<file path="config.mk">
export PLATFORM = sky130hd
export DESIGN_NAME = rv32_decode_stage_flat
export DESIGN_NICKNAME = d
export VERILOG_FILES = /design/src/rtl/rv32_decode_pkg.sv /design/src/rtl/rv32_decode_stage_if.sv /design/src/rtl/rv32_decode_comb.sv /design/src/rtl/rv32_decode_stage.sv /design/src/flat_wrapper.sv
export SDC_FILE = /design/constraint.sdc
export NUM_CORES = 1
export LEC_CHECK = 0
export BUFFER_PORTS_ARGS = -buffer_cell sky130_fd_sc_hd__buf_2
export CAP_MARGIN = 5
export CORE_MARGIN = 1.5
export CORE_UTILIZATION = 30
export DETAILED_ROUTE_END_ITERATION = 16
export GPL_TIMING_DRIVEN = 0
export PLACE_DENSITY = 0.67
export SLEW_MARGIN = 20
export SYNTH_ARGS = -nofsm -noshare
export SYNTH_HDL_FRONTEND = slang
export SYNTH_SLANG_ARGS = --single-unit
export TNS_END_PERCENT = 100
</file>
<file path="constraint.sdc">
create_clock -name clk -period 1.77 [get_ports clk]
set_input_delay 0.2655 -clock clk [delete_from_list [all_inputs] [get_ports clk]]
set_output_delay 0.2655 -clock clk [all_outputs]
set_load 0.01 [all_outputs]
</file>
<file path="src/rtl/rv32_decode_pkg.sv">
// Shared types and encodings for the RV32I decode stage: op classes, opcodes,
// funct fields, exact SYSTEM encodings and the registered decode record.
package rv32_decode_pkg;

  typedef enum logic [4:0] {
    OpLui, OpAuipc, OpJal, OpJalr, OpBranch, OpLoad, OpStore, OpOpImm,
    OpOp, OpFence, OpFenceI, OpCsr, OpEcall, OpEbreak, OpMret, OpWfi
  } op_class_t;

  localparam logic [6:0] OP_LUI      = 7'b0110111;
  localparam logic [6:0] OP_AUIPC    = 7'b0010111;
  localparam logic [6:0] OP_JAL      = 7'b1101111;
  localparam logic [6:0] OP_JALR     = 7'b1100111;
  localparam logic [6:0] OP_BRANCH   = 7'b1100011;
  localparam logic [6:0] OP_LOAD     = 7'b0000011;
  localparam logic [6:0] OP_STORE    = 7'b0100011;
  localparam logic [6:0] OP_OPIMM    = 7'b0010011;
  localparam logic [6:0] OP_OP       = 7'b0110011;
  localparam logic [6:0] OP_MISC_MEM = 7'b0001111;
  localparam logic [6:0] OP_SYSTEM   = 7'b1110011;

  localparam logic [2:0] F3_ADD     = 3'b000;
  localparam logic [2:0] F3_SLL     = 3'b001;
  localparam logic [2:0] F3_SR      = 3'b101;
  localparam logic [2:0] F3_FENCE   = 3'b000;
  localparam logic [2:0] F3_FENCEI  = 3'b001;
  localparam logic [2:0] F3_PRIV    = 3'b000;
  localparam logic [2:0] F3_SYS_BAD = 3'b100;

  localparam logic [6:0] F7_ZERO = 7'b0000000;
  localparam logic [6:0] F7_ALT  = 7'b0100000;

  localparam logic [31:0] IR_ECALL  = 32'h0000_0073;
  localparam logic [31:0] IR_EBREAK = 32'h0010_0073;
  localparam logic [31:0] IR_MRET   = 32'h3020_0073;
  localparam logic [31:0] IR_WFI    = 32'h1050_0073;

  typedef struct packed {
    logic [31:0] pc;
    op_class_t   op;
    logic [2:0]  funct3;
    logic        alt;
    logic [4:0]  rd;
    logic [4:0]  rs1;
    logic [4:0]  rs2;
    logic [31:0] imm;
    logic        illegal;
  } decode_t;

endpackage

</file>
<file path="src/rtl/rv32_decode_stage_if.sv">
// Fetch-to-decode and decode-to-execute handshake bundle.
// master drives fetch offers and execute ready; slave is the decode stage.
interface rv32_decode_stage_if;
  import rv32_decode_pkg::*;

  logic [31:0] fetch_pc;
  logic [31:0] fetch_ir;
  logic        fetch_vld;
  logic        fetch_rdy;
  logic [31:0] decode_pc;
  op_class_t   decode_op;
  logic [2:0]  decode_funct3;
  logic        decode_alt;
  logic [4:0]  decode_rd;
  logic [4:0]  decode_rs1;
  logic [4:0]  decode_rs2;
  logic [31:0] decode_imm;
  logic        decode_illegal;
  logic        decode_vld;
  logic        decode_rdy;

  modport master (
    output fetch_pc, fetch_ir, fetch_vld, decode_rdy,
    input  fetch_rdy, decode_pc, decode_op, decode_funct3, decode_alt, decode_rd,
           decode_rs1, decode_rs2, decode_imm, decode_illegal, decode_vld
  );

  modport slave (
    input  fetch_pc, fetch_ir, fetch_vld, decode_rdy,
    output fetch_rdy, decode_pc, decode_op, decode_funct3, decode_alt, decode_rd,
           decode_rs1, decode_rs2, decode_imm, decode_illegal, decode_vld
  );
endinterface

</file>
<file path="src/rtl/rv32_decode_comb.sv">
// Purely combinational RV32I field extraction and legality check.
module rv32_decode_comb
  import rv32_decode_pkg::*;
(
  input  logic [31:0] pc_i,
  input  logic [31:0] ir_i,
  output decode_t     dec_o
);

  logic [6:0]  opcode, f7;
  logic [2:0]  f3;
  logic [31:0] imm_i, imm_s, imm_b, imm_u, imm_j, imm_sh, imm_csr;
  logic        illegal;

  assign opcode  = ir_i[6:0];
  assign f3      = ir_i[14:12];
  assign f7      = ir_i[31:25];
  assign imm_i   = {{20{ir_i[31]}}, ir_i[31:20]};
  assign imm_s   = {{20{ir_i[31]}}, ir_i[31:25], ir_i[11:7]};
  assign imm_b   = {{19{ir_i[31]}}, ir_i[31], ir_i[7], ir_i[30:25], ir_i[11:8], 1'b0};
  assign imm_u   = {ir_i[31:12], 12'b0};
  assign imm_j   = {{11{ir_i[31]}}, ir_i[31], ir_i[19:12], ir_i[20], ir_i[30:21], 1'b0};
  assign imm_sh  = {27'b0, ir_i[24:20]};
  assign imm_csr = {20'b0, ir_i[31:20]};

  always_comb begin
    dec_o         = '0;
    dec_o.pc      = pc_i;
    dec_o.op      = OpOpImm;
    dec_o.funct3  = f3;
    dec_o.rd      = ir_i[11:7];
    dec_o.rs1     = ir_i[19:15];
    illegal       = 1'b0;
    case (opcode)
      OP_LUI:   begin dec_o.op = OpLui;   dec_o.rs1 = '0; dec_o.imm = imm_u; end
      OP_AUIPC: begin dec_o.op = OpAuipc; dec_o.rs1 = '0; dec_o.imm = imm_u; end
      OP_JAL:   begin dec_o.op = OpJal;   dec_o.rs1 = '0; dec_o.imm = imm_j; end
      OP_JALR: begin
        dec_o.op  = OpJalr;
        dec_o.imm = imm_i;
        illegal   = (f3 != F3_ADD);
      end
      OP_BRANCH: begin
        dec_o.op  = OpBranch;
        dec_o.rd  = '0;
        dec_o.rs2 = ir_i[24:20];
        dec_o.imm = imm_b;
        illegal   = (f3[2:1] == 2'b01);
      end
      OP_LOAD: begin
        dec_o.op  = OpLoad;
        dec_o.imm = imm_i;
        illegal   = (f3 == 3'b011) || (f3[2:1] == 2'b11);
      end
      OP_STORE: begin
        dec_o.op  = OpStore;
        dec_o.rd  = '0;
        dec_o.rs2 = ir_i[24:20];
        dec_o.imm = imm_s;
        illegal   = (f3 >= 3'b011);
      end
      OP_OPIMM: begin
        dec_o.op = OpOpImm;
        if (f3 == F3_SLL || f3 == F3_SR) begin
          dec_o.imm = imm_sh;
          dec_o.alt = ir_i[30];
          illegal   = (f3 == F3_SLL) ? (f7 != F7_ZERO) : (f7 != F7_ZERO && f7 != F7_ALT);
        end else begin
          dec_o.imm = imm_i;
        end
      end
      OP_OP: begin
        dec_o.op  = OpOp;
        dec_o.rs2 = ir_i[24:20];
        dec_o.alt = ir_i[30];
        illegal   = !((f7 == F7_ZERO) || (f7 == F7_ALT && (f3 == F3_ADD || f3 == F3_SR)));
      end
      OP_MISC_MEM: begin
        if (f3 == F3_FENCE) begin
          dec_o.op = OpFence;
          dec_o.rd = '0;
        end else if (f3 == F3_FENCEI) begin
          dec_o.op = OpFenceI;
        end else begin
          illegal = 1'b1;
        end
      end
      OP_SYSTEM: begin
        if (f3 == F3_PRIV) begin
          // Only the four exact privileged encodings are legal; operand fields must be 0.
          case (ir_i)
            IR_ECALL:  begin dec_o.op = OpEcall;  dec_o.rd = '0; end
            IR_EBREAK: begin dec_o.op = OpEbreak; dec_o.rd = '0; end
            IR_MRET:   begin dec_o.op = OpMret;   dec_o.rd = '0; end
            IR_WFI:    begin dec_o.op = OpWfi;    dec_o.rd = '0; end
            default:   illegal = 1'b1;
          endcase
        end else if (f3 == F3_SYS_BAD) begin
          illegal = 1'b1;
        end else begin
          dec_o.op  = OpCsr;
          dec_o.imm = imm_csr;
        end
      end
      default: illegal = 1'b1;
    endcase
    if (ir_i[1:0] != 2'b11) illegal = 1'b1;
    if (illegal) dec_o.op = OpOpImm;
    dec_o.illegal = illegal;
  end

endmodule

</file>
<file path="src/rtl/rv32_decode_stage.sv">
// RV32I decode pipeline stage with valid/ready handshake and flush.
// Define RV32_DECODE_SKID_EN for a one-entry skid buffer and a registered fetch_rdy.
module rv32_decode_stage
  import rv32_decode_pkg::*;
#(
  parameter logic [31:0] BOOT_PC = 32'h0
) (
  input logic               clk,
  input logic               rstz,
  input logic               flush,
  rv32_decode_stage_if.slave bus
);

  localparam decode_t DecReset = '{pc: BOOT_PC, op: OpLui, funct3: 3'b0, alt: 1'b0,
                                   rd: 5'b0, rs1: 5'b0, rs2: 5'b0, imm: 32'b0,
                                   illegal: 1'b0};

  decode_t in_dec, out_q, out_d;
  logic    vld_q, vld_d;
  logic    accept;

  rv32_decode_comb u_comb (
    .pc_i  (bus.fetch_pc),
    .ir_i  (bus.fetch_ir),
    .dec_o (in_dec)
  );

`ifdef RV32_DECODE_SKID_EN
  decode_t skid_q, skid_d;
  logic    skid_vld_q, skid_vld_d;
  logic    can_load;

  assign bus.fetch_rdy = ~skid_vld_q;
  assign accept        = bus.fetch_vld & ~skid_vld_q & ~flush;
  assign can_load      = ~vld_q | bus.decode_rdy;

  always_comb begin
    out_d      = out_q;
    vld_d      = vld_q;
    skid_d     = skid_q;
    skid_vld_d = skid_vld_q;
    if (flush) begin
      vld_d      = 1'b0;
      skid_vld_d = 1'b0;
    end else if (can_load) begin
      // A full skid always drains first; fetch_rdy is low so nothing new competes.
      if (skid_vld_q) begin
        out_d      = skid_q;
        vld_d      = 1'b1;
        skid_vld_d = 1'b0;
      end else if (accept) begin
        out_d = in_dec;
        vld_d = 1'b1;
      end else begin
        vld_d = 1'b0;
      end
    end else if (accept) begin
      skid_d     = in_dec;
      skid_vld_d = 1'b1;
    end
  end

  always_ff @(posedge clk or negedge rstz) begin
    if (!rstz) begin
      skid_q     <= DecReset;
      skid_vld_q <= 1'b0;
    end else begin
      skid_q     <= skid_d;
      skid_vld_q <= skid_vld_d;
    end
  end
`else
  assign bus.fetch_rdy = ~vld_q | bus.decode_rdy | flush;
  assign accept        = bus.fetch_vld & bus.fetch_rdy & ~flush;

  always_comb begin
    out_d = out_q;
    vld_d = vld_q;
    if (flush) begin
      vld_d = 1'b0;
    end else if (accept) begin
      out_d = in_dec;
      vld_d = 1'b1;
    end else if (vld_q & bus.decode_rdy) begin
      vld_d = 1'b0;
    end
  end
`endif

  always_ff @(posedge clk or negedge rstz) begin
    if (!rstz) begin
      out_q <= DecReset;
      vld_q <= 1'b0;
    end else begin
      out_q <= out_d;
      vld_q <= vld_d;
    end
  end

  assign bus.decode_pc      = out_q.pc;
  assign bus.decode_op      = out_q.op;
  assign bus.decode_funct3  = out_q.funct3;
  assign bus.decode_alt     = out_q.alt;
  assign bus.decode_rd      = out_q.rd;
  assign bus.decode_rs1     = out_q.rs1;
  assign bus.decode_rs2     = out_q.rs2;
  assign bus.decode_imm     = out_q.imm;
  assign bus.decode_illegal = out_q.illegal;
  assign bus.decode_vld     = vld_q;

endmodule

</file>
<file path="src/flat_wrapper.sv">
// flat-port wrapper written by rule: the top's interface ports become plain ports
module rv32_decode_stage_flat import rv32_decode_pkg::*;
#(
  parameter logic [31:0] BOOT_PC = 32'h0
)
  (clk, rstz, flush, bus_fetch_pc, bus_fetch_ir, bus_fetch_vld, bus_decode_rdy, bus_fetch_rdy, bus_decode_pc, bus_decode_op, bus_decode_funct3, bus_decode_alt, bus_decode_rd, bus_decode_rs1, bus_decode_rs2, bus_decode_imm, bus_decode_illegal, bus_decode_vld);
  rv32_decode_stage_if bus_i ();
  input logic clk;
  input logic rstz;
  input logic flush;
  input wire logic [$bits(bus_i.fetch_pc)-1:0] bus_fetch_pc;
  input wire logic [$bits(bus_i.fetch_ir)-1:0] bus_fetch_ir;
  input wire logic [$bits(bus_i.fetch_vld)-1:0] bus_fetch_vld;
  input wire logic [$bits(bus_i.decode_rdy)-1:0] bus_decode_rdy;
  output wire logic [$bits(bus_i.fetch_rdy)-1:0] bus_fetch_rdy;
  output wire logic [$bits(bus_i.decode_pc)-1:0] bus_decode_pc;
  output wire logic [$bits(bus_i.decode_op)-1:0] bus_decode_op;
  output wire logic [$bits(bus_i.decode_funct3)-1:0] bus_decode_funct3;
  output wire logic [$bits(bus_i.decode_alt)-1:0] bus_decode_alt;
  output wire logic [$bits(bus_i.decode_rd)-1:0] bus_decode_rd;
  output wire logic [$bits(bus_i.decode_rs1)-1:0] bus_decode_rs1;
  output wire logic [$bits(bus_i.decode_rs2)-1:0] bus_decode_rs2;
  output wire logic [$bits(bus_i.decode_imm)-1:0] bus_decode_imm;
  output wire logic [$bits(bus_i.decode_illegal)-1:0] bus_decode_illegal;
  output wire logic [$bits(bus_i.decode_vld)-1:0] bus_decode_vld;
  assign bus_i.fetch_pc = bus_fetch_pc;
  assign bus_i.fetch_ir = bus_fetch_ir;
  assign bus_i.fetch_vld = bus_fetch_vld;
  assign bus_i.decode_rdy = bus_decode_rdy;
  assign bus_fetch_rdy = bus_i.fetch_rdy;
  assign bus_decode_pc = bus_i.decode_pc;
  assign bus_decode_op = bus_i.decode_op;
  assign bus_decode_funct3 = bus_i.decode_funct3;
  assign bus_decode_alt = bus_i.decode_alt;
  assign bus_decode_rd = bus_i.decode_rd;
  assign bus_decode_rs1 = bus_i.decode_rs1;
  assign bus_decode_rs2 = bus_i.decode_rs2;
  assign bus_decode_imm = bus_i.decode_imm;
  assign bus_decode_illegal = bus_i.decode_illegal;
  assign bus_decode_vld = bus_i.decode_vld;
  rv32_decode_stage #(.BOOT_PC(BOOT_PC)) u_core (.clk(clk), .rstz(rstz), .flush(flush), .bus(bus_i));
endmodule
</file>
## Yosys cells after proc, flatten, opt, wreduce, memory -nomap -nowiden

Cells that the tools add are included.
Widths: inputs -> output; s select.

| operators by class | value |
|---|---|
| $add $sub $neg | 0 |
| multiply operators | 0 |
| div/mod/pow operators | 0 |
| magnitude comparators | 1 |
| equal/unequal tests | 24 |
| shifts and indexed selects | 0 |
| mux-type cells | 31 |
| bitwise gates (word level) | 7 |
| reductions and logical operators | 19 |

Operator list:

| cell | count |
|---|---|
| $pmux 32 s7 | 1 |
| $pmux 5 s10 | 1 |
| $mux 5 | 7 |
| $eq 32x21->1 const B | 1 |
| $eq 32x29->1 const B | 1 |
| $eq 32x30->1 const B | 1 |
| $eq 32x7->1 const B | 1 |
| $mux 32 | 1 |
| $eq 7x6->1 const B | 4 |
| $eq 7x7->1 const B | 4 |
| $mux 12 | 2 |
| $pmux 4 s4 | 1 |
| $pmux 5 s3 | 1 |
| $eq 7x5->1 const B | 2 |
| $mux 1 | 12 |
| $mux 4 | 3 |
| $pmux 1 s9 | 1 |
| $eq 7x2->1 const B | 1 |
| $eq 7x4->1 const B | 1 |
| $logic_not 7->1 | 1 |
| $ne 7x6->1 const B | 1 |
| $reduce_bool 7->1 | 1 |
| $eq 3x3->1 const B | 2 |
| $reduce_bool 3->1 | 2 |
| other kinds (18) | 29 |

| word-level totals | value |
|---|---|
| register bits after elaboration | 90 |
| bits in latches | 0 |
| RAM bits | 0 |
| memory bits (read-only) | 0 |
| input bits | 69 |
| output and inout port bits | 91 |
| logic and storage cells | 92 |
| memories kept | 0 |

## Logic depth before layout (Yosys ltp)

Gate-level depths: netlist of run 1.

| depth | value |
|---|---|
| depth after elaboration | 8 |
| depth in mapped cells | 8 |
| mapped depth without buffers | 6 |

## By module

Synthesis of run 1 repeated with hierarchy kept, for this count alone.

| unflattened totals | value |
|---|---|
| cells, all modules | 439 |
| area, all modules | 4,997.3 um^2 |

Modules (own cells, without submodules):

| module | instances | cells an instance | area each (um^2) | sequential area each (um^2) |
|---|---|---|---|---|
| rv32_decode_stage | 1 | 194 | 3,430.8 | 2,252.2 |
| rv32_decode_comb | 1 | 245 | 1,566.5 | 0.0 |

## Least setup slack after synthesis of run 1

No wires, ideal clock.

| timing path | value |
|---|---|
| path kind | input-to-reg |
| start point | input bus_fetch_ir[13] |
| end point | register u_core.out_q (netlist bit u_core.bus.decode_op[1]) |
| setup time | 0.126 ns |
| arrival | 1.870 ns |
| data required time | 1.644 ns |
| setup slack | -0.226 ns |
| stages | 7 |
| buffers on the path | 1 |
| cell sequence | buf_6 -> nor3_4 -> nand3_1 -> a211o_1 -> and2_4 -> a221o_2 -> o32a_1 |

| between the ends | value |
|---|---|
| longest elaborated chain between the ends | 8 |
| elaborated cells on any way between the ends | 34 |
| classes of those cells | order compare: 1; eq/ne: 10; mux: 14; reduce/logical: 9 |

RTL lines:

| what | RTL line | text |
|---|---|---|
| start: declaration | flat_wrapper.sv:12 | `input wire logic [$bits(bus_i.fetch_ir)-1:0] bus_fetch_ir;` |
| parallel branches: the longest is 7 deep, another holds $eq 32x29->1 | -- |  |
| $mux 5 (*) | rv32_decode_comb.sv:108 | `if (illegal) dec_o.op = OpOpImm;` |
| end signal: assignment | rv32_decode_stage.sv:92 | `out_q <= DecReset;` |
| end signal: assignment | rv32_decode_stage.sv:95 | `out_q <= out_d;` |
| end: declaration | rv32_decode_stage.sv:18 | `decode_t in_dec, out_q, out_d;` |

Mark *: on every way between the ends.
A chain may end at the register's enable or synchronous reset.

## Worst setup path in the final report of run 1

Same ends and word-level chain as after synthesis.

==> insert_results.sql, run 1 <==
INSERT INTO impl_metrics (metric_group, metric, value, unit) VALUES
('run_status', 'run_status', 'finished, violations left', ''),
('run_status', 'violations', 'setup timing', ''),
('route', 'dr_total_vias', '4099', ''),
('floorplan', 'num_rows', '42', ''),
('synth', 'ys_top_cells_by_area', 'sky130_fd_sc_hd__dfrtp_1 54%, sky130_fd_sc_hd__nand2_1 15%, sky130_fd_sc_hd__a21oi_1 3.6%, sky130_fd_sc_hd__a22o_1 3.4%, sky130_fd_sc_hd__o21ai_0 3.2%', ''),
('floorplan', 'floorplan.die.width', '120', 'um'),
('clock_network', 'cts-buffers-inserted', '9', ''),
('pwr', 'power.density_cell_area', '903', 'nW/um^2'),
('synth', 'synthesis.yosys.warnings', '0', ''),
('sta', 'timing.final.crit_share', '1.02', ''),
('layout', 'antennaDiodeCount', '0', ''),
('route', 'antenna_violating_nets_post_route', '0', ''),
('clock_network', 'clockRootBuffer', 'sky130_fd_sc_hd__clkbuf_16', ''),
('worst_setup_path', 'critical_path.max_fanout', '9', ''),
('place', 'place.gp.congestion', '0.926', ''),
('route', 'wl_per_cell', '15.6', 'um'),
('floorplan', 'fp.dieArea', '14500', 'um^2'),
('clock_network', 'clock_tree_from_tritoncts', 'done', ''),
('synth', 'synth-edff-count', '0', ''),
('sta', 'slew_viol_final', '0', ''),
('sta', 'skew', '0.00560', 'ns'),
('pwr', 'report.power.total', '0.00514', 'W'),
('layout', 'finish.utilization', '0.426', ''),
('place', 'port_buffers', '156', ''),
('clock_network', 'cts-htree-levels', '3', ''),
('job', 'max-cap-violations', '0', ''),
('layout', 'final-instance-count-excl-fill', '827', ''),
('synth', 'synth_top_flop_cell', 'sky130_fd_sc_hd__dfrtp_1', ''),
('route', 'detail_route.first_pass.iterations', '5', ''),
('sta', 'hold_viol', '0', ''),
('global_route', 'grt_pass1_wl', '20.4', 'mm'),
('worst_setup_path', 'worst_setup_path_end_kind', 'flip-flop', ''),
('synth', 'synthDominantCellAreaShare', '0.540', ''),
('sta', 'setup_viol_count_final', '1', ''),
('pwr', 'power.static_leakage', '2.87', 'nW'),
('synth', 'post_synth_inst_count', '472', ''),
('global_route', 'grt_usage', '0.180', ''),
('global_route', 'maximum_number_of_pins_on_one_net_before_global_route_repair', '49', ''),
('worst_setup_path', 'rrSetupSlack', '0.07', 'ns'),
('sta', 'post-route-worst-setup-slack', '-0.0353', 'ns'),
('global_route', 'antenna_found_initial', '0', ''),
('sta', 'timing.fmax', '554', 'MHz'),
('worst_setup_path', 'critPathLaunchType', 'input port', ''),
('route', 'wirelength', '12.9', 'mm'),
('layout', 'finish.net_count', '715', ''),
('global_route', 'grt.overflow.total', '0', ''),
('synth', 'synth.net_count', '541', ''),
('worst_setup_path', 'required', '1.99', 'ns'),
('synth', 'synth_area_per_cell', '8.73', 'um^2'),
('synth', 'yosysTopAreaCell', 'sky130_fd_sc_hd__dfrtp_1', ''),
('layout', 'final_layout_size_suffix_gt1_frac', '0.349', ''),
('worst_hold_path', 'worstHoldPathType', 'input port to flip-flop', ''),
('clock_network', 'clk_pin_slew', '0.06', 'ns'),
('route', 'drc', '0', ''),
('layout', 'area_growth_syn_to_layout', '37.9', '%'),
('sta', 'tightest_slew', '0.602', 'ns'),
('worst_setup_path', 'worst_ep_arrival_time', '2.03', 'ns'),
('global_route', 'first_global_vias', '3825', ''),
('clock_network', 'clk-insertion-delay-late', '0.34', 'ns'),
('sta', 'final.min_clock_period', '1.81', 'ns'),
('clock_network', 'max-clock-path-buffers', '2', ''),
('sta', 'grt_setup_unrepaired', 'true', ''),
('synth', 'synth.lib_cells_used.distinct', '51', ''),
('floorplan', 'fp.dieH', '120', 'um'),
('clock_network', 'numClockSinks', '89', ''),
('place', 'numPlacedInstances', '805', ''),
('synth', 'synth.yosys.seq_area_share', '0.540', ''),
('synth', 'synth_area', '4120', 'um^2'),
('floorplan', 'initial_core_utilization', '0.309', ''),
('worst_setup_path', 'critPathKind', 'input port to flip-flop', ''),
('floorplan', 'design.portCount', '160', ''),
('synth', 'synth_seq_cells', '89', ''),
('synth', 'synth_async_sr_flop_share', '1.00', ''),
('place', 'post-dp-hpwl', '9.55', 'mm'),
('pwr', 'worst_ir_drop_vdd', '0.428', 'mV'),
('floorplan', 'coreArea', '13300', 'um^2'),
('sta', 'timing.max_slew.rel_slack', '0.595', ''),
('route', 'drt_iter0_drc', '320', ''),
('layout', 'filler_cell_count', '1349', ''),
('route', 'viasPerCell', '4.96', '');
synth_stat cells (2+ instances only):
cell                       instances
sky130_fd_sc_hd__a211o_1           2
sky130_fd_sc_hd__a21oi_1          30
sky130_fd_sc_hd__a22o_1           16
sky130_fd_sc_hd__a22oi_1           6
sky130_fd_sc_hd__a31oi_1           3
sky130_fd_sc_hd__and3_1            2
sky130_fd_sc_hd__buf_1             3
sky130_fd_sc_hd__buf_4             2
sky130_fd_sc_hd__clkbuf_1         22
sky130_fd_sc_hd__dfrtp_1          89
sky130_fd_sc_hd__inv_1             4
sky130_fd_sc_hd__nand2_1         162
sky130_fd_sc_hd__nand2b_1          5
sky130_fd_sc_hd__nand3_1           6
sky130_fd_sc_hd__nand3b_1          2
sky130_fd_sc_hd__nor2_1           33
sky130_fd_sc_hd__nor2b_1           5
sky130_fd_sc_hd__nor3_1            9
sky130_fd_sc_hd__nor4_1            3
sky130_fd_sc_hd__o211ai_1          3
sky130_fd_sc_hd__o21ai_0          26
sky130_fd_sc_hd__o22a_2            3
sky130_fd_sc_hd__o22ai_1           3
sky130_fd_sc_hd__o32a_1            2
sky130_fd_sc_hd__or2_2             3
sky130_fd_sc_hd__or3_1             3
sequential cells by signal (all words and copies together), names as in the netlist:
name                       count
u_core.bus.decode_rd           5
u_core.bus.decode_rs2          5
u_core.bus.decode_alt          1
u_core.bus.decode_rs1          5
u_core.bus.decode_pc          32
u_core.bus.decode_vld          1
u_core.bus.decode_op           4
u_core.bus.decode_illegal      1
u_core.bus.decode_funct3       3
u_core.bus.decode_imm         32
per-layer routing:
| metal | track usage | up-vias | part of all wire |
|---|---|---|---|
| li1 | - | 1949 | - |
| met4 | 0.0434 | 0 | 0.011 |
| met5 | 0 | - | 0 |
| met1 | 0.253 | 1937 | 0.44 |
| met3 | 0.0491 | 15 | 0.093 |
| met2 | 0.279 | 198 | 0.46 |
logic make-up after synthesis:
kind of cell	after synthesis	share of synthesized area
xor+xnor	2	0.00425
other cells	1	0.000910
compound gates	107	0.170
simple gates	240	0.251
flops	89	0.540
buf+inv	33	0.0340
cells in the final DEF, fill, tap and decap left out, drive strengths merged, types with 3 or more instances in the layout:
cell and count:
o22a 3, nand2 162, inv 5, a22oi 6
a31oi 3, nor2 33, nand2b 5, a21oi 30
dfrtp 89, nor2b 5, o22ai 3, o211ai 3
nor4 4, or3 3, nor3 10, o21ai 28
clkbuf 35, nand3 6, a22o 16, or2 3
buf 169
stage by stage:
step                hold WS, ns  worst slack (ns)  instance area [um^2]  setup TNS (ns)
detailed placement        0.212            -0.714                  5160          -35.10
floorplan               -0.0301            -0.122                  4130          -0.151
global placement          0.453            -0.693                  5130          -70.81
CTS                       0.106          -0.00532                  5580        -0.00532
global route              0.116           -0.0684                  5690         -0.0684
finish                    0.114           -0.0353                  5690         -0.0353
critical path, cell delays in order:
cell and delay, ns:
sky130_fd_sc_hd__buf_12 0.12, sky130_fd_sc_hd__nor3_4 0.32, sky130_fd_sc_hd__nand3_2 0.14, sky130_fd_sc_hd__a211o_1 0.34, sky130_fd_sc_hd__and2_4 0.18, sky130_fd_sc_hd__a221o_2 0.38
sky130_fd_sc_hd__o32a_1 0.28
worst paths after layout:
| check | from | cells past startpoint | endpoint |
|---|---|---|---|
| max | bus_fetch_ir[13] | 7 | u_core.bus.decode_op[1]$_DFFE_PN0P_ |
| min | bus_fetch_pc[13] | 3 | u_core.bus.decode_pc[13]$_DFFE_PN0P_ |
| max reg2reg | u_core.bus.decode_vld$_DFFE_PN0P_ | 6 | u_core.bus.decode_op[1]$_DFFE_PN0P_ |
| min reg2reg | u_core.bus.decode_pc[24]$_DFFE_PN0P_ | 2 | u_core.bus.decode_pc[24]$_DFFE_PN0P_ |
| max in group asynchronous | rstz | 3 | u_core.bus.decode_imm[27]$_DFFE_PN0P_ |
| min in group asynchronous | rstz | 2 | u_core.bus.decode_pc[13]$_DFFE_PN0P_ |
area by class of cell:
type,instances,area (um^2),area share
buffer,28,158,0.0277
clock buffer,13,260,0.0458
clock inverter,3,23.8,0.00418
inverter,4,15.0,0.00264
multi-input combinational,350,1880,0.330
sequential,89,2230,0.392
tap,176,220,0.0387
timing repair buffer,164,905,0.159
power by group:
part / total (W) / internal (W) / switching (W)
sequential: 0.00235 / 0.00225 / 0.000107
combinational: 0.000967 / 0.000392 / 0.000575
clock: 0.00182 / 0.00103 / 0.000782
total: 0.00514 / 0.00367 / 0.00146
what timing repair did:
item / CTS / global route
buffers inserted: 3 / 3
resized for setup: 29 / 37
gates cloned: 0 / 0
hold buffers: 1 / 0
pin swaps: 5 / 5
hold endpoints to repair: 41 / 0
setup endpoints to repair: 82 / 80
Note: power is estimated with default switching activity, not from simulation.
==> run 2: changes to the inputs <==
--- a/config.mk
+++ b/config.mk
@@ -8,10 +8,10 @@
 export BUFFER_PORTS_ARGS = -buffer_cell sky130_fd_sc_hd__buf_2
 export CAP_MARGIN = 5
 export CORE_MARGIN = 1.5
-export CORE_UTILIZATION = 30
+export CORE_UTILIZATION = 44
 export DETAILED_ROUTE_END_ITERATION = 16
 export GPL_TIMING_DRIVEN = 0
-export PLACE_DENSITY = 0.67
+export PLACE_DENSITY = 0.87
 export SLEW_MARGIN = 20
 export SYNTH_ARGS = -nofsm -noshare
 export SYNTH_HDL_FRONTEND = slang
==> run 2 against run 1 <==
The flow still finishes with violations (setup timing). Sequential power hardly changed. Highest routed layer unchanged. Largest power group unchanged. Wire length is 0.30% lower. Non-clock buffer count is 2 lower. Critical path depth is 1 lower. Sequential share of layout area is 2.0 points higher. Final cell count is 8.1% lower. Sequential cell count stayed put. Clock power is 27% lower.
==> insert_results.sql, run 2 (synthesis results as in run 1) <==
INSERT INTO impl_metrics (metric_group, metric, value, unit) VALUES
('layout', 'final_layout_size_suffix_gt1_frac', '0.334', ''),
('clock_network', 'max-clock-path-buffers', '2', ''),
('place', 'numPlacedInstances', '740', ''),
('layout', 'finish.net_count', '713', ''),
('global_route', 'antenna_found_initial', '0', ''),
('job', 'max-cap-violations', '0', ''),
('clock_network', 'clockRootBuffer', 'sky130_fd_sc_hd__clkbuf_8', ''),
('clock_network', 'numClockSinks', '89', ''),
('sta', 'finalSetupTns', '-0.0812', 'ns'),
('route', 'drt_iter0_drc', '307', ''),
('place', 'post-dp-hpwl', '9.53', 'mm'),
('layout', 'filler_cell_count', '801', ''),
('pwr', 'worst_ir_drop_vdd', '0.379', 'mV'),
('clock_network', 'cts-htree-levels', '3', ''),
('sta', 'hold_viol', '0', ''),
('worst_setup_path', 'worst_setup_path_end_kind', 'flip-flop', ''),
('route', 'dr_total_vias', '4179', ''),
('worst_setup_path', 'crit_path_top_delay_cell', 'sky130_fd_sc_hd__dfrtp_1', ''),
('worst_setup_path', 'rrSetupSlack', '-0.08', 'ns'),
('worst_setup_path', 'slowest_delay', '0.39', 'ns'),
('layout', 'layout.area.seq', '2230', 'um^2'),
('sta', 'slew_viol_final', '0', ''),
('clock_network', 'clock_tree_from_tritoncts', 'done', ''),
('floorplan', 'fp.dieArea', '9960', 'um^2'),
('global_route', 'grt_usage', '0.254', ''),
('worst_setup_path', 'crit_path_cell_trace', 'nand2b_1, nand2b_4, a2111oi_4, o211ai_1, a221o_2, o32a_1', ''),
('layout', 'most_common_cell_after_layout_fill_and_taps_aside', 'sky130_fd_sc_hd__nand2_1', ''),
('floorplan', 'floorplan.die.width', '99.8', 'um'),
('global_route', 'grt.overflow.total', '0', ''),
('route', 'wirelength', '12.9', 'mm'),
('run_status', 'run_status', 'finished, violations left', ''),
('floorplan', 'initial_core_utilization', '0.450', ''),
('pwr', 'power.density_cell_area', '855', 'nW/um^2'),
('sta', 'tightest_slew', '0.598', 'ns'),
('floorplan', 'design.portCount', '160', ''),
('floorplan', 'num_rows', '35', ''),
('layout', 'area_growth_syn_to_layout', '31.2', '%'),
('global_route', 'maximum_number_of_pins_on_one_net_before_global_route_repair', '56', ''),
('clock_network', 'cts-buffers-inserted', '9', ''),
('sta', 'skew', '0.00838', 'ns'),
('sta', 'timing.fmax', '540', 'MHz'),
('sta', 'post-route-worst-setup-slack', '-0.0812', 'ns'),
('worst_setup_path', 'critPathKind', 'flip-flop to flip-flop', ''),
('worst_setup_path', 'required', '2.01', 'ns'),
('global_route', 'grt_pass1_wl', '19.8', 'mm'),
('worst_hold_path', 'hold_path.startpoint', 'bus_fetch_pc[11]', ''),
('worst_setup_path', 'critical_path.max_fanout', '7', ''),
('layout', 'final-instance-count-excl-fill', '760', ''),
('place', 'port_buffers', '156', ''),
('run_status', 'violations', 'setup timing', ''),
('route', 'drc', '0', ''),
('worst_setup_path', 'worstReg2RegEnd', 'u_core.bus.decode_op[1]$_DFFE_PN0P_', ''),
('worst_setup_path', 'reg2reg_from', 'u_core.bus.decode_vld$_DFFE_PN0P_', ''),
('global_route', 'first_global_vias', '4032', ''),
('worst_setup_path', 'worst_r2r_path_depth', '6', ''),
('sta', 'timing.max_slew.rel_slack', '0.598', ''),
('clock_network', 'clk-insertion-delay-late', '0.36', 'ns'),
('route', 'detail_route.first_pass.iterations', '5', ''),
('sta', 'grt_setup_unrepaired', 'true', ''),
('worst_setup_path', 'setup.worst_path.end', 'u_core.bus.decode_op[1]$_DFFE_PN0P_', ''),
('worst_setup_path', 'critPathLaunchType', 'flip-flop', ''),
('worst_setup_path', 'critical_path.startpoint', 'u_core.bus.decode_vld$_DFFE_PN0P_', ''),
('floorplan', 'fp.dieH', '99.8', 'um'),
('place', 'place.gp.congestion', '0.914', ''),
('sta', 'final.min_clock_period', '1.85', 'ns'),
('sta', 'setup_viol_count_final', '1', ''),
('worst_hold_path', 'worstHoldPathType', 'input port to flip-flop', ''),
('pwr', 'power.static_leakage', '2.78', 'nW'),
('route', 'wl_per_cell', '17.0', 'um'),
('layout', 'layout_common_cells', '162 x sky130_fd_sc_hd__nand2_1, 156 x sky130_fd_sc_hd__buf_2, 89 x sky130_fd_sc_hd__dfrtp_1, 32 x sky130_fd_sc_hd__nor2_1, 28 x sky130_fd_sc_hd__a21oi_1', ''),
('worst_setup_path', 'worst_ep_arrival_time', '2.09', 'ns'),
('layout', 'antennaDiodeCount', '0', ''),
('route', 'antenna_violating_nets_post_route', '0', ''),
('route', 'viasPerCell', '5.50', ''),
('clock_network', 'clk_pin_slew', '0.10', 'ns'),
('sta', 'timing.final.crit_share', '1.05', ''),
('floorplan', 'coreArea', '9150', 'um^2'),
('layout', 'multi_input_comb_area', '1850', 'um^2');
[run 2: cell types whose count changed in the layout (fill, tap and decap cells not counted), sizes merged]
cell / previous run / this run
clkinv: 0 / 4
clkbuf: 35 / 33
clkinvlp: 2 / 1
buf: 169 / 166
[run 2: cell type report]
type                    instances  share of cell area
flip-flops and latches         89               0.412
clock buffers                  10              0.0236
repair buffers                162               0.157
clock inverters                 6              0.0102
plain buffers                  28              0.0261
multi-input cells             350               0.343
well taps                     111              0.0257
inverters                       4             0.00278
[run 2: worst min path at each step]
| stage | to | cells past startpoint | slack, ns |
|---|---|---|---|
| finish | u_core.bus.decode_pc[11]$_DFFE_PN0P_ | 3 | 0.08 |
| detailed placement | u_core.bus.decode_pc[29]$_DFFE_PN0P_ | 1 | 0.26 |
| floorplan | u_core.bus.decode_alt$_DFFE_PN0P_ | 0 | -0.03 |
| global route | u_core.bus.decode_pc[5]$_DFFE_PN0P_ | 3 | 0.08 |
| global placement | u_core.bus.decode_pc[0]$_DFFE_PN0P_ | 2 | 0.45 |
| CTS | u_core.bus.decode_pc[22]$_DFFE_PN0P_ | 3 | 0.08 |
[run 2: worst max-delay path: cells and delay by family (launching register included)]
kind	cells	cell delay (ns)
AND/OR/NAND/NOR	2	0.29
AO/OA/AOI/OAI	4	1.06
flip-flops	1	0.39
[run 2: per-stage QoR]
| stage | instance area [um^2] | hold WS [ns] | setup WS [ns] | utilization | power [W] |
|---|---|---|---|---|---|
| 2_1_floorplan | 4130 | -0.0301 | -0.122 | - | 0.00282 |
| 3_3_place_gp | 5050 | 0.451 | -0.659 | 0.551 | 0.00327 |
| 3_5_place_dp | 5080 | 0.258 | -0.626 | 0.555 | 0.00332 |
| 4_1_cts | 5330 | 0.0768 | -0.0533 | 0.583 | 0.00462 |
| 5_1_grt | 5410 | 0.0775 | -0.121 | 0.591 | 0.00485 |
| 6_report | 5410 | 0.0821 | -0.0812 | 0.591 | 0.00463 |
[run 2: metal layers]
metal | share of wire | track usage | routed length (um) | vias up
met5 | 0 | 0 | 0 | -
met4 | 0.033 | 0.127 | 428 | 0
met3 | 0.066 | 0.0411 | 844 | 34
met2 | 0.48 | 0.407 | 6160 | 196
met1 | 0.42 | 0.337 | 5450 | 2003
li1 | - | - | - | 1946
[run 2: timing repair]
item                                    in CTS  in global routing
endpoints found under the setup margin      82                 65
resized for setup                           17                 20
setup buffers                                0                  4
pin swaps                                    4                  8
endpoints found under the hold margin       34                  0
hold buffers                                 1                  0
[run 2: power breakdown]
group	internal, W	switching (W)
combinational	0.000374	0.000576
sequential	0.00224	0.000115
clock	0.000531	0.000789
total	0.00315	0.00148
